`config.mk`:
```
export PLATFORM = sky130hd
export DESIGN_NAME = ssd_scan_driver
export DESIGN_NICKNAME = d
export VERILOG_FILES = /design/src/rtl/ssd_scan_driver.sv
export SDC_FILE = /design/constraint.sdc
export NUM_CORES = 1
export LEC_CHECK = 0
export CORE_MARGIN = 3
export CORE_UTILIZATION = 42
export CTS_BUF_LIST = sky130_fd_sc_hd__clkbuf_8
export CTS_CLUSTER_DIAMETER = 50
export CTS_CLUSTER_SIZE = 40
export DETAILED_ROUTE_END_ITERATION = 8
export PLACE_DENSITY = 0.74
export SYNTH_ARGS = -nofsm -noshare
export SYNTH_HDL_FRONTEND = slang
export SYNTH_SLANG_ARGS = --single-unit
```
`constraint.sdc`:
```
create_clock -name clk -period 2.4 [get_ports clk]
set_input_delay 0.6 -clock clk [delete_from_list [all_inputs] [get_ports clk]]
set_output_delay 0.6 -clock clk [all_outputs]
set_load 0.02 [all_outputs]
```
`src/rtl/ssd_scan_driver.sv`:
```
// Multiplexed N-digit seven-segment scan driver with per-frame snapshot, dead time, blink and zero blanking.
// Outputs are registered one cycle after the (cnt,idx) slot state; there is no backpressure and the scan is free-running while en=1.
module ssd_scan_driver #(
  parameter int NUM_DIGITS = 4,
  parameter int SCAN_DIV   = 100000,
  parameter int DEAD_CYC   = 4,
  parameter int BLINK_DIV  = 64,
  parameter int HEX_EN     = 1
) (
  input  logic                    clk,
  input  logic                    rst_n,
  input  logic                    en,
  input  logic [4*NUM_DIGITS-1:0] nums,
  input  logic [NUM_DIGITS-1:0]   dp,
  input  logic [NUM_DIGITS-1:0]   blank,
  input  logic [NUM_DIGITS-1:0]   blink,
  input  logic                    lz_suppress,
  output logic [7:0]              ssd_o,
  output logic [NUM_DIGITS-1:0]   ssd_ctl,
  output logic                    frame_done
);

  localparam int CW = (SCAN_DIV > 1) ? $clog2(SCAN_DIV) : 1;
  localparam int IW = (NUM_DIGITS > 1) ? $clog2(NUM_DIGITS) : 1;
  localparam int BW = (BLINK_DIV > 1) ? $clog2(BLINK_DIV) : 1;

  localparam logic [CW-1:0] CNT_LAST   = CW'(SCAN_DIV - 1);
  localparam logic [CW-1:0] DEAD_END   = CW'(DEAD_CYC);
  localparam logic [IW-1:0] IDX_LAST   = IW'(NUM_DIGITS - 1);
  localparam logic [BW-1:0] BLINK_LAST = BW'(BLINK_DIV - 1);

  logic [CW-1:0]           cnt;
  logic [IW-1:0]           idx;
  logic [BW-1:0]           blink_cnt;
  logic                    phase;
  logic [4*NUM_DIGITS-1:0] nums_s;
  logic [NUM_DIGITS-1:0]   dp_s;
  logic [NUM_DIGITS-1:0]   blank_s;
  logic [NUM_DIGITS-1:0]   blink_s;

  logic                    slot_last;
  logic                    frame_end;
  logic                    snap;
  logic [3:0]              cur_nib;
  logic [7:0]              cur_glyph;
  logic [NUM_DIGITS-1:0]   upper_zero;
  logic                    lz_dark;
  logic                    dark;
  logic [NUM_DIGITS-1:0]   anode_sel;

  // Segment order {a,b,c,d,e,f,g,dp}, active-low; dp bit is left off here.
  function automatic logic [7:0] glyph(input logic [3:0] n);
    logic [7:0] g;
    case (n)
      4'h0: g = 8'h03;
      4'h1: g = 8'h9F;
      4'h2: g = 8'h25;
      4'h3: g = 8'h0D;
      4'h4: g = 8'h99;
      4'h5: g = 8'h49;
      4'h6: g = 8'h41;
      4'h7: g = 8'h1F;
      4'h8: g = 8'h01;
      4'h9: g = 8'h09;
      4'hA: g = 8'h11;
      4'hB: g = 8'hC1;
      4'hC: g = 8'h63;
      4'hD: g = 8'h85;
      4'hE: g = 8'h61;
      default: g = 8'h71;
    endcase
    if (HEX_EN == 0 && n > 4'h9) begin
      g = 8'hFF;
    end
    return g;
  endfunction

  assign slot_last = (cnt == CNT_LAST);
  assign frame_end = en && slot_last && (idx == IDX_LAST);
  assign snap      = en && (cnt == '0) && (idx == '0);
  assign cur_nib   = nums_s[{idx, 2'b00} +: 4];
  assign cur_glyph = glyph(cur_nib);
  assign anode_sel = NUM_DIGITS'(1) << idx;

  // upper_zero[i]: every shadow nibble from position i up to the top is zero.
  always_comb begin
    logic acc;
    acc        = 1'b1;
    upper_zero = '0;
    for (int i = NUM_DIGITS - 1; i >= 0; i--) begin
      acc           = acc & (nums_s[4*i +: 4] == 4'h0);
      upper_zero[i] = acc;
    end
  end

  assign lz_dark = lz_suppress && (idx != '0) && upper_zero[idx];
  assign dark    = blank_s[idx] || (blink_s[idx] && phase) || lz_dark;

  always_ff @(posedge clk or negedge rst_n) begin
    if (!rst_n) begin
      cnt        <= '0;
      idx        <= '0;
      blink_cnt  <= '0;
      phase      <= 1'b0;
      nums_s     <= '0;
      dp_s       <= '0;
      blank_s    <= '0;
      blink_s    <= '0;
      ssd_o      <= 8'hFF;
      ssd_ctl    <= '1;
      frame_done <= 1'b0;
    end else if (!en) begin
      // Scan restarts from slot 0 on re-enable; blink timing is frozen.
      cnt        <= '0;
      idx        <= '0;
      ssd_o      <= 8'hFF;
      ssd_ctl    <= '1;
      frame_done <= 1'b0;
    end else begin
      if (slot_last) begin
        cnt <= '0;
        idx <= (idx == IDX_LAST) ? '0 : idx + IW'(1);
      end else begin
        cnt <= cnt + CW'(1);
      end

      if (snap) begin
        nums_s  <= nums;
        dp_s    <= dp;
        blank_s <= blank;
        blink_s <= blink;
      end

      frame_done <= frame_end;
      if (frame_end) begin
        if (blink_cnt == BLINK_LAST) begin
          blink_cnt <= '0;
          phase     <= ~phase;
        end else begin
          blink_cnt <= blink_cnt + BW'(1);
        end
      end

      // Dead time at slot start keeps the previous digit from ghosting into this one.
      if (cnt < DEAD_END) begin
        ssd_o   <= 8'hFF;
        ssd_ctl <= '1;
      end else begin
        ssd_ctl <= ~anode_sel;
        ssd_o   <= dark ? 8'hFF : {cur_glyph[7:1], ~dp_s[idx]};
      end
    end
  end

endmodule
```
* Word level (Yosys, flattened, before mapping)
Memories as Yosys holds them, arrays and structs flattened.
Cells that the tools add are included.
Widths: inputs -> output; s select.
** Storage, ports and cells
- Bits in registers :: 67
- Memory bits (read-only) :: 112
- Output and inout port bits :: 13
- Word-level logic and storage cells :: 68
- Memories kept :: 1
** Memories
- (name not given) :: depth 16, width 7, read ports 1, clocked after Yosys merged registers in 0, write ports 0, RTL line 54 : case (n)
** Operators by class
- Add/subtract/negate cells :: 3
- Magnitude comparators :: 2
- Equality and inequality tests :: 4
- Shift-type cells :: 2
- Muxes and demuxes :: 20
- Bitwise gates (word level) :: 6
- Reduce and logical (&&, ||, !) cells :: 19
** Operator list (count)
- $mux 17 :: 2
- $mux 8 :: 3
- $add 17x1->17 const B :: 1
- $eq 17x17->1 const B :: 1
- $logic_not 17->1 :: 1
- $lt 17x3->1 const B :: 1
- $logic_not 4->1 :: 4
- $shiftx 16x5->4 :: 1
- $bmux 1 s2 :: 4
- $mux 4 :: 2
- $logic_and 1x1->1 :: 7
- $add 6x1->6 const B :: 1
- $eq 6x6->1 const B :: 1
- $mux 2 :: 3
- $mux 6 :: 1
- $mux 1 :: 5
- $not 4->4 :: 1
- $reduce_and 2->1 :: 2
- $shl 1x2->4 const A :: 1
- $and 1x1->1 :: 3
- $lt 2x3->1 const B :: 1
- $reduce_and 3->1 :: 1
- $add 2x1->2 const B :: 1
- $eq 2x2->1 const B :: 1
- 5 further kinds :: 7

* Longest topological paths before layout
Gate-level depths: netlist (run 1).
- Word-level depth :: 11
- Mapped depth :: 8

* Worst setup path after synthesis (run 1)
OpenSTA, ideal clock, no wires.
- Path kind :: reg2reg
- From :: register idx[0]
- To :: register ssd_o[4]
- Library setup time :: 0.091 ns
- Data arrival time :: 1.849 ns
- Required time :: 2.309 ns
- Path slack :: 0.460 ns
- Cell stages (with the launch flop) :: 7
- Buffers on the path :: 1
- Cells stage by stage :: dfrtp_1 > buf_2 > mux4_2 > ha_1 > mux2_1 > mux2i_1 > nand3_1
** On the way
- Cells in the longest elaborated chain, start to end :: 8
** RTL lines
- start: declaration :: RTL line 33 : logic [IW-1:0] idx;
- start signal: assignment :: RTL line 122 : idx <= (idx == IDX_LAST) ? '0 : idx + IW'(1);
- branches (longest 5 deep; another with $mem_v2 16x7)
- $mux 8 (*) :: RTL line 150 : ssd_o <= dark ? 8'hFF : {cur_glyph[7:1], ~dp_s[idx]};
- $mux 8 (*) :: RTL line 145 : if (cnt < DEAD_END) begin
- $mux 8 (*) :: RTL line 112 : end else if (!en) begin
- end signal: assignment :: RTL line 150
- end: declaration :: RTL line 18 : output logic [7:0] ssd_o,
Every way passes the cells marked *. The select of a mux whose other input is x is not followed.
A chain may end at the register's enable or synchronous reset.

* Final worst setup path (run 1)
- From :: register ssd_ctl[0]
- To :: output port ssd_ctl[0]
** RTL lines
- start: declaration :: RTL line 19 : output logic [NUM_DIGITS-1:0] ssd_ctl,
- start signal: assignment :: RTL line 149 : ssd_ctl <= ~anode_sel;
No word-level cell between the ends.

==> reports/results.txt, run 1 <==
Outcome: complete, no violations
First-pass GRT wire length: 11500 um
Most instantiated cells after synthesis: dfrtp_1 (55), mux2_1 (32), nand3_1 (17)
Post-CTS resize count: 0
DP HPWL: 4810 um
DR iter-0 viols: 101
Critical path's largest stage delay: 0.60 ns
Yosys cell types: 44
DR pass1 iterations: 4
Initial Utilization: 43.4%
Main synth FF type: dfrtp_1
CTS tree: yes
CP delay by family, top: buffers and inverters
Placed Instances: 427
Worst setup slack after layout: 0.320 ns
Worst min path class: in -> async
Initial antenna violation count: 0
RSZ-0062 raised after global routing: false
Synthesized instance count: 284
Vias/cell: 5.37
Maximum clock insertion buffer count: 2
Gr ovfl total: 0
Worst Path Arrival: 1.48 ns
Fmax: 481 MHz
Total routed wirelength: 6510 um
Most frequent cell after synthesis: dfrtp_1
CP Launch Type: flop
Final Wtd Congestion: 0.799
Via count of the routed design: 2381
Placed inst area: 3950 um2
Setup bufs post-CTS: 0
# port buffers: 44
Final Util: 54.0%
Hold buffers post-CTS: 0
Clock latency on the worst-skew pair: 0.34 ns
Worst VDD drop: 0.370 mV
Antenna diodes: 0
Number of max-cap violations: 0
Total Power: 2.95 mW
IO Count: 45
Pre-CTS setup slack: 0.249 ns
Final hold violation count: 0
Synthesized Nets: 329
Core Rows: 32
Critical path's slowest cell: clkdlybuf4s50_1
GR Util met1: 20.5%
Sequential area share after synthesis: 50.1%
Yosys top cell area share: 40.8%
Final max-slew violation count: 0
Setup TNS: 0 ns
Post-route ant nets: 0
Crit path time final: 2.08 ns
CP Cell Sequence: clkdlybuf4s50_1
Leakage: 1.74 nW
Largest net degree at the start of global routing: 29
Setup-failing EPs final: 0
Critical Path RT: 1.80 ns
Post-synth design cell area: 3370 um2
WL per Instance: 14.7 um
Die height: 95.6 um
Synth area leader: dfrtp_1
Mapped Avg Cell Area: 11.9 um2
Crit Path Max Fanout: 1
Busiest grt layer: met2
Hold slack: 0.239 ns
Top cells by area, synth: dfrtp_1 (41%), mux2_1 (11%), dfstp_2 (9.3%)
Worst Skew: 0.0154 ns
H-tree depth: 3
Fill cells: 687
Total GRT Usage: 16.2%
DRC errors left: 0
Non-filler cells, final: 443
CTS buffer count: 9
EDFF count, synth: 0
Share of layout cells above drive strength 1: 15.0%
Slew headroom: 63.3%
Die X: 95.6 um
Worst-Margin Slew: 0.550 ns
Worst Setup End Kind: output pin
Async SR Flop Fraction: 100%
P per Cell Area: 703 nW/um2
Critical path class: reg -> out
Core area: 7770 um2
Fin crit share: 86.7%
CTS clk-pin slew, worst paths: 0.07 ns
GR Util met3: 5.45%
Fin area: 4200 um2
Synth Register Bits: 67
Met2 Use GR: 26.5%
# clock sinks: 67
WP buf/inv: 1
Ys Warns: 0
Clock Tree Root: clkbuf_8
Nets: 381
Area Overhead vs Synth: 24.3%
Die area: 9150 um2
Vias in the first global route: 2475
cells in the final DEF, fill, tap and decap left out, drive strengths merged, types with 3 or more instances in the layout:
cell / Yosys / routed
a21oi: 13 / 13
and2: 3 / 3
and3: 4 / 4
and4: 3 / 3
buf: 9 / 9
bufinv: 0 / 3
clkbuf: 2 / 10
clkdlybuf4s50: 0 / 43
clkinv: 0 / 3
dfrtp: 55 / 55
dfstp: 12 / 12
ha: 13 / 13
inv: 13 / 13
mux2: 32 / 32
mux2i: 4 / 4
mux4: 6 / 6
nand2: 13 / 13
nand3: 17 / 17
nand3b: 4 / 4
nand4: 10 / 10
nor2: 16 / 16
nor3: 3 / 3
nor4: 9 / 9
o21ai: 6 / 6
or3: 4 / 4
or4: 3 / 3
xnor2: 9 / 9
xor2: 5 / 5
final timing paths:
check                        endpoint  cells after the start       start  slack (ns)
setup / recovery           ssd_ctl[0]                      1  ssd_ctl[0]        0.32
hold / removal              nums_s[7]                      1       rst_n        0.24
setup reg to reg           nums_s[12]                      7      idx[0]        0.44
hold reg to reg               dp_s[2]                      1     dp_s[2]        0.48
max in group asynchronous    ssd_o[5]                      2       rst_n        1.37
min in group clk              dp_s[2]                      1     dp_s[2]        0.48
final cells by class:
cell class / count / area [um2] / area share, %
clock buffer: 10 / 138 / 3.28
clock inverter: 6 / 113 / 2.68
inverter: 13 / 48.8 / 1.16
multi-input combinational: 193 / 1570 / 37.4
sequential: 67 / 1690 / 40.3
tap: 102 / 128 / 3.04
timing repair buffer: 52 / 508 / 12.1
state kept, by name (all words and copies together), names as in the netlist, 2 cells and up:
signal and count:
dp_s 4, ssd_o 8, blink_cnt 6, nums_s 16
cnt 17, blank_s 4, ssd_ctl 4, idx 2
blink_s 4
metal layers:
metal  vias up  share of wire [%]  wire (um)
li1       1135                  -          -
met1      1160                 46       2980
met2        73                 48       3100
met3        13                5.2        339
met4         0                1.3         87
met5         -                  0          0
power breakdown:
part / switching, mW / leakage (nW) / internal (mW) / total (mW)
Sequential: 0.0867 / 0.825 / 1.26 / 1.34
Clock: 0.425 / 0.126 / 0.720 / 1.15
Combinational: 0.215 / 0.789 / 0.245 / 0.460
Total: 0.727 / 1.74 / 2.22 / 2.95
cell families after synthesis:
kind of cell	after synthesis	synth area share, %
multiplexers	42	15.9
buffers and inverters	24	3.37
AO/OA/AOI/OAI	32	5.97
adder cells (fa/ha/maj)	13	4.82
flip-flops	67	50.1
XOR/XNOR	14	3.63
AND/OR/NAND/NOR	92	16.2
(Power assumes the default switching activity.)
==> run 2: changes to the inputs <==
==> constraint.sdc (replaced) <==
create_clock -name clk -period 2.4 [get_ports clk]
set_input_delay 0.6 -clock clk [delete_from_list [all_inputs] [get_ports clk]]
set_output_delay 0.6 -clock clk [all_outputs]
set_load 0.005 [all_outputs]
==> results of run 2 <==
The final DEF is identical to that of run 1. Status: complete, no violations.
Among the figures that moved: setup slack after layout 0.320 ns -> 0.423 ns; total power 2.95 mW -> 2.94 mW
==> run 3: changes to the inputs <==
--- a/config.mk
+++ b/config.mk
@@ -11,7 +11,7 @@
 export CTS_CLUSTER_DIAMETER = 50
 export CTS_CLUSTER_SIZE = 40
 export DETAILED_ROUTE_END_ITERATION = 8
-export PLACE_DENSITY = 0.74
+export PLACE_DENSITY = 0.76
 export SYNTH_ARGS = -nofsm -noshare
 export SYNTH_HDL_FRONTEND = slang
 export SYNTH_SLANG_ARGS = --single-unit
==> constraint.sdc (replaced) <==
create_clock -name clk -period 1.72 [get_ports clk]
set_input_delay 0.43 -clock clk [delete_from_list [all_inputs] [get_ports clk]]
set_output_delay 0.43 -clock clk [all_outputs]
set_load 0.005 [all_outputs]
==> run 3 against run 2 <==
  * The flow now finishes with violations (setup timing)
  * Worst setup slack worse by 0.55 ns
  * Clock power up 4%
  * Critical path depth up 4
  * Non-clock buffer count up 66
  * Power up 46%
  * Highest routed layer unchanged
==> reports/results.txt, run 3 (synthesis gave the netlist of run 1 again) <==
Core area: 7770 um2 (unchanged)
Nets: 448 (+18%)
IO Count: 45 (unchanged)
Fin crit share: 108%
Worst VDD drop: 0.384 mV (+3.8%)
Critical Path RT: 1.98 ns (+0.18 ns)
Die X: 95.6 um (unchanged)
FF-to-FF setup slack: -0.13 ns (-0.57 ns)
Crit Reg-Reg Endpoint: idx[0]
Area Overhead vs Synth: 53.6%
Fmax: 540 MHz
Critical R2R Launch: cnt[5]
Worst-Margin Slew: 0.432 ns (-0.118 ns)
# port buffers: 44 (unchanged)
Final Wtd Congestion: 0.803 (+0.51%)
Top reg by flops: cnt
Reg2Reg Depth: 5 (-2)
DR pass1 iterations: 4 (unchanged)
Crit Path Max Fanout: 3 (+2)
Most common cell after layout, fill and taps aside: buf_4
Hold buffers post-CTS: 0 (unchanged)
Slew headroom: 70.9% (+7.6 points)
Largest net degree at the start of global routing: 68 (+130%)
Critical path class: reg -> reg
Clock Tree Root: clkbuf_8
P per Cell Area: 827 nW/um2
Total routed wirelength: 9870 um (+52%)
DR top layer: met4
CTS tree: yes
Final Util: 66.7% (+13 points)
CTS buffer count: 9 (unchanged)
Setup TNS: -4.66 ns (-4.66 ns)
Placed Instances: 473 (+11%)
Antenna diodes: 0 (unchanged)
Number of max-cap violations: 0 (unchanged)
DR iter-0 viols: 175 (+73%)
Gr ovfl total: 0 (unchanged)
Initial antenna violation count: 0 (unchanged)
Via count of the routed design: 2876 (+21%)
Core Rows: 32 (unchanged)
CTS clk-pin slew, worst paths: 0.09 ns (+0.02 ns)
Setup-failing EPs final: 59 (+59)
Non-filler cells, final: 510 (+15%)
Outcome: finished with violations
Hold slack: 0.0635 ns (-0.176 ns)
Max reg flops: 17 (unchanged)
Leading cell types in the layout, fill and taps excluded: buf_4 (54), dfrtp_1 (52), clkdlybuf4s50_1 (31)
RSZ-0062 raised after global routing: true
H-tree depth: 3 (unchanged)
Worst setup slack after layout: -0.132 ns
Worst Path Arrival: 2.11 ns
DRC errors left: 0 (unchanged)
Critical path origin: cnt[5]
Failing checks: setup timing
Total GRT Usage: 20.5% (+4.3 points)
# clock sinks: 67 (unchanged)
Die area: 9150 um2 (unchanged)
Share of layout cells above drive strength 1: 49.0% (+34 points)
Met1 wire length: 3730 um (+25%)
Maximum clock insertion buffer count: 2 (unchanged)
Final max-slew violation count: 0 (unchanged)
Biggest regs: cnt: 17 flops, nums_s: 16 flops, ssd_o: 8 flops
Fill cells: 502 (-27%)
Worst min path class: in -> async
Die height: 95.6 um (unchanged)
DP HPWL: 5680 um (+18%)
CP Launch Type: flop
Vias/cell: 5.64 (+4.9%)
WL per Instance: 19.3 um (+32%)
Leakage: 2.17 nW (+25%)
Post-route ant nets: 0 (unchanged)
First-pass GRT wire length: 14100 um (+23%)
Vias in the first global route: 2880 (+16%)
Clock latency on the worst-skew pair: 0.35 ns (about the same)
Crit path time final: 1.85 ns
Worst Skew: 0.0128 ns (-0.00258 ns)
Initial Utilization: 43.4% (unchanged)
Met2 WL: 5290 um (+71%)
Worst Setup End Kind: flop
Final hold violation count: 0 (unchanged)
Routed wl met3: 478 um (+41%)
## run 3: cell count changes in the layout (fill, tap and decap cells not counted), moves of 8 or more
| cell | delta |
|---|---|
| nor2_4 | +12 |
| mux2_4 | +26 |
| mux2_1 | -26 |
| clkdlybuf4s50_1 | -12 |
| ha_1 | -8 |
| buf_4 | +47 |
| buf_6 | +12 |
| nor2_1 | -12 |
| dlygate4sd2_1 | +12 |
## run 3: what timing repair did
item                                    CTS  global route
endpoints found under the setup margin   52            62
buffers inserted                         10            10
gates cloned                              1             3
gates resized for setup                  52            73
pin swaps                                12            21
## run 3: critical path, stage by stage, from the launching register on
cell and delay (ns):
dfrtp_1 0.42, nor4_4 0.39, buf_4 0.20, nand2_4 0.05, or4_4 0.49, a21oi_2 0.20
## run 3: layer usage
layer  up-vias  global-route usage, %
met5         -                      0
met4         0                   9.36
met3        34                   4.89
met2       103                   36.5
met1      1463                   22.9
li1       1276                      -
## run 3: metrics by stage
stage               cell area (um2)  total power [mW]  setup WS, ns
global placement               4360              2.67        -0.195
global route                   5180              4.47        -0.199
floorplan                      3410              2.32       -0.0974
detailed placement             4360              2.71        -0.247
CTS                            4790              4.05        -0.128
finish                         5180              4.29        -0.132
## run 3: how the worst max path moves through the flow
stage | end | slack (ns)
global placement | nums_s[4] | -0.19
global route | ssd_o[5] | -0.20
detailed placement | blank_s[3] | -0.25
floorplan | ssd_o[4] | -0.1
CTS | nums_s[2] | -0.13
finish | idx[0] | -0.13
## run 3: power by group
| part | internal, mW | switching (mW) |
|---|---|---|
| clock network | 0.529 | 0.674 |
| registers | 1.75 | 0.144 |
| logic | 0.705 | 0.482 |
## run 3: area by class of cell
type                            count  area [um2]  area share, %
Multi-Input combinational cell    194        1990           38.5
Timing Repair Buffer              118        1140           22.0
Sequential cell                    67        1700           32.7
Clock inverter                      7        53.8           1.04
Inverter                           13        51.3          0.990
Clock buffer                        9         124           2.39
Tap cell                          102         128           2.46
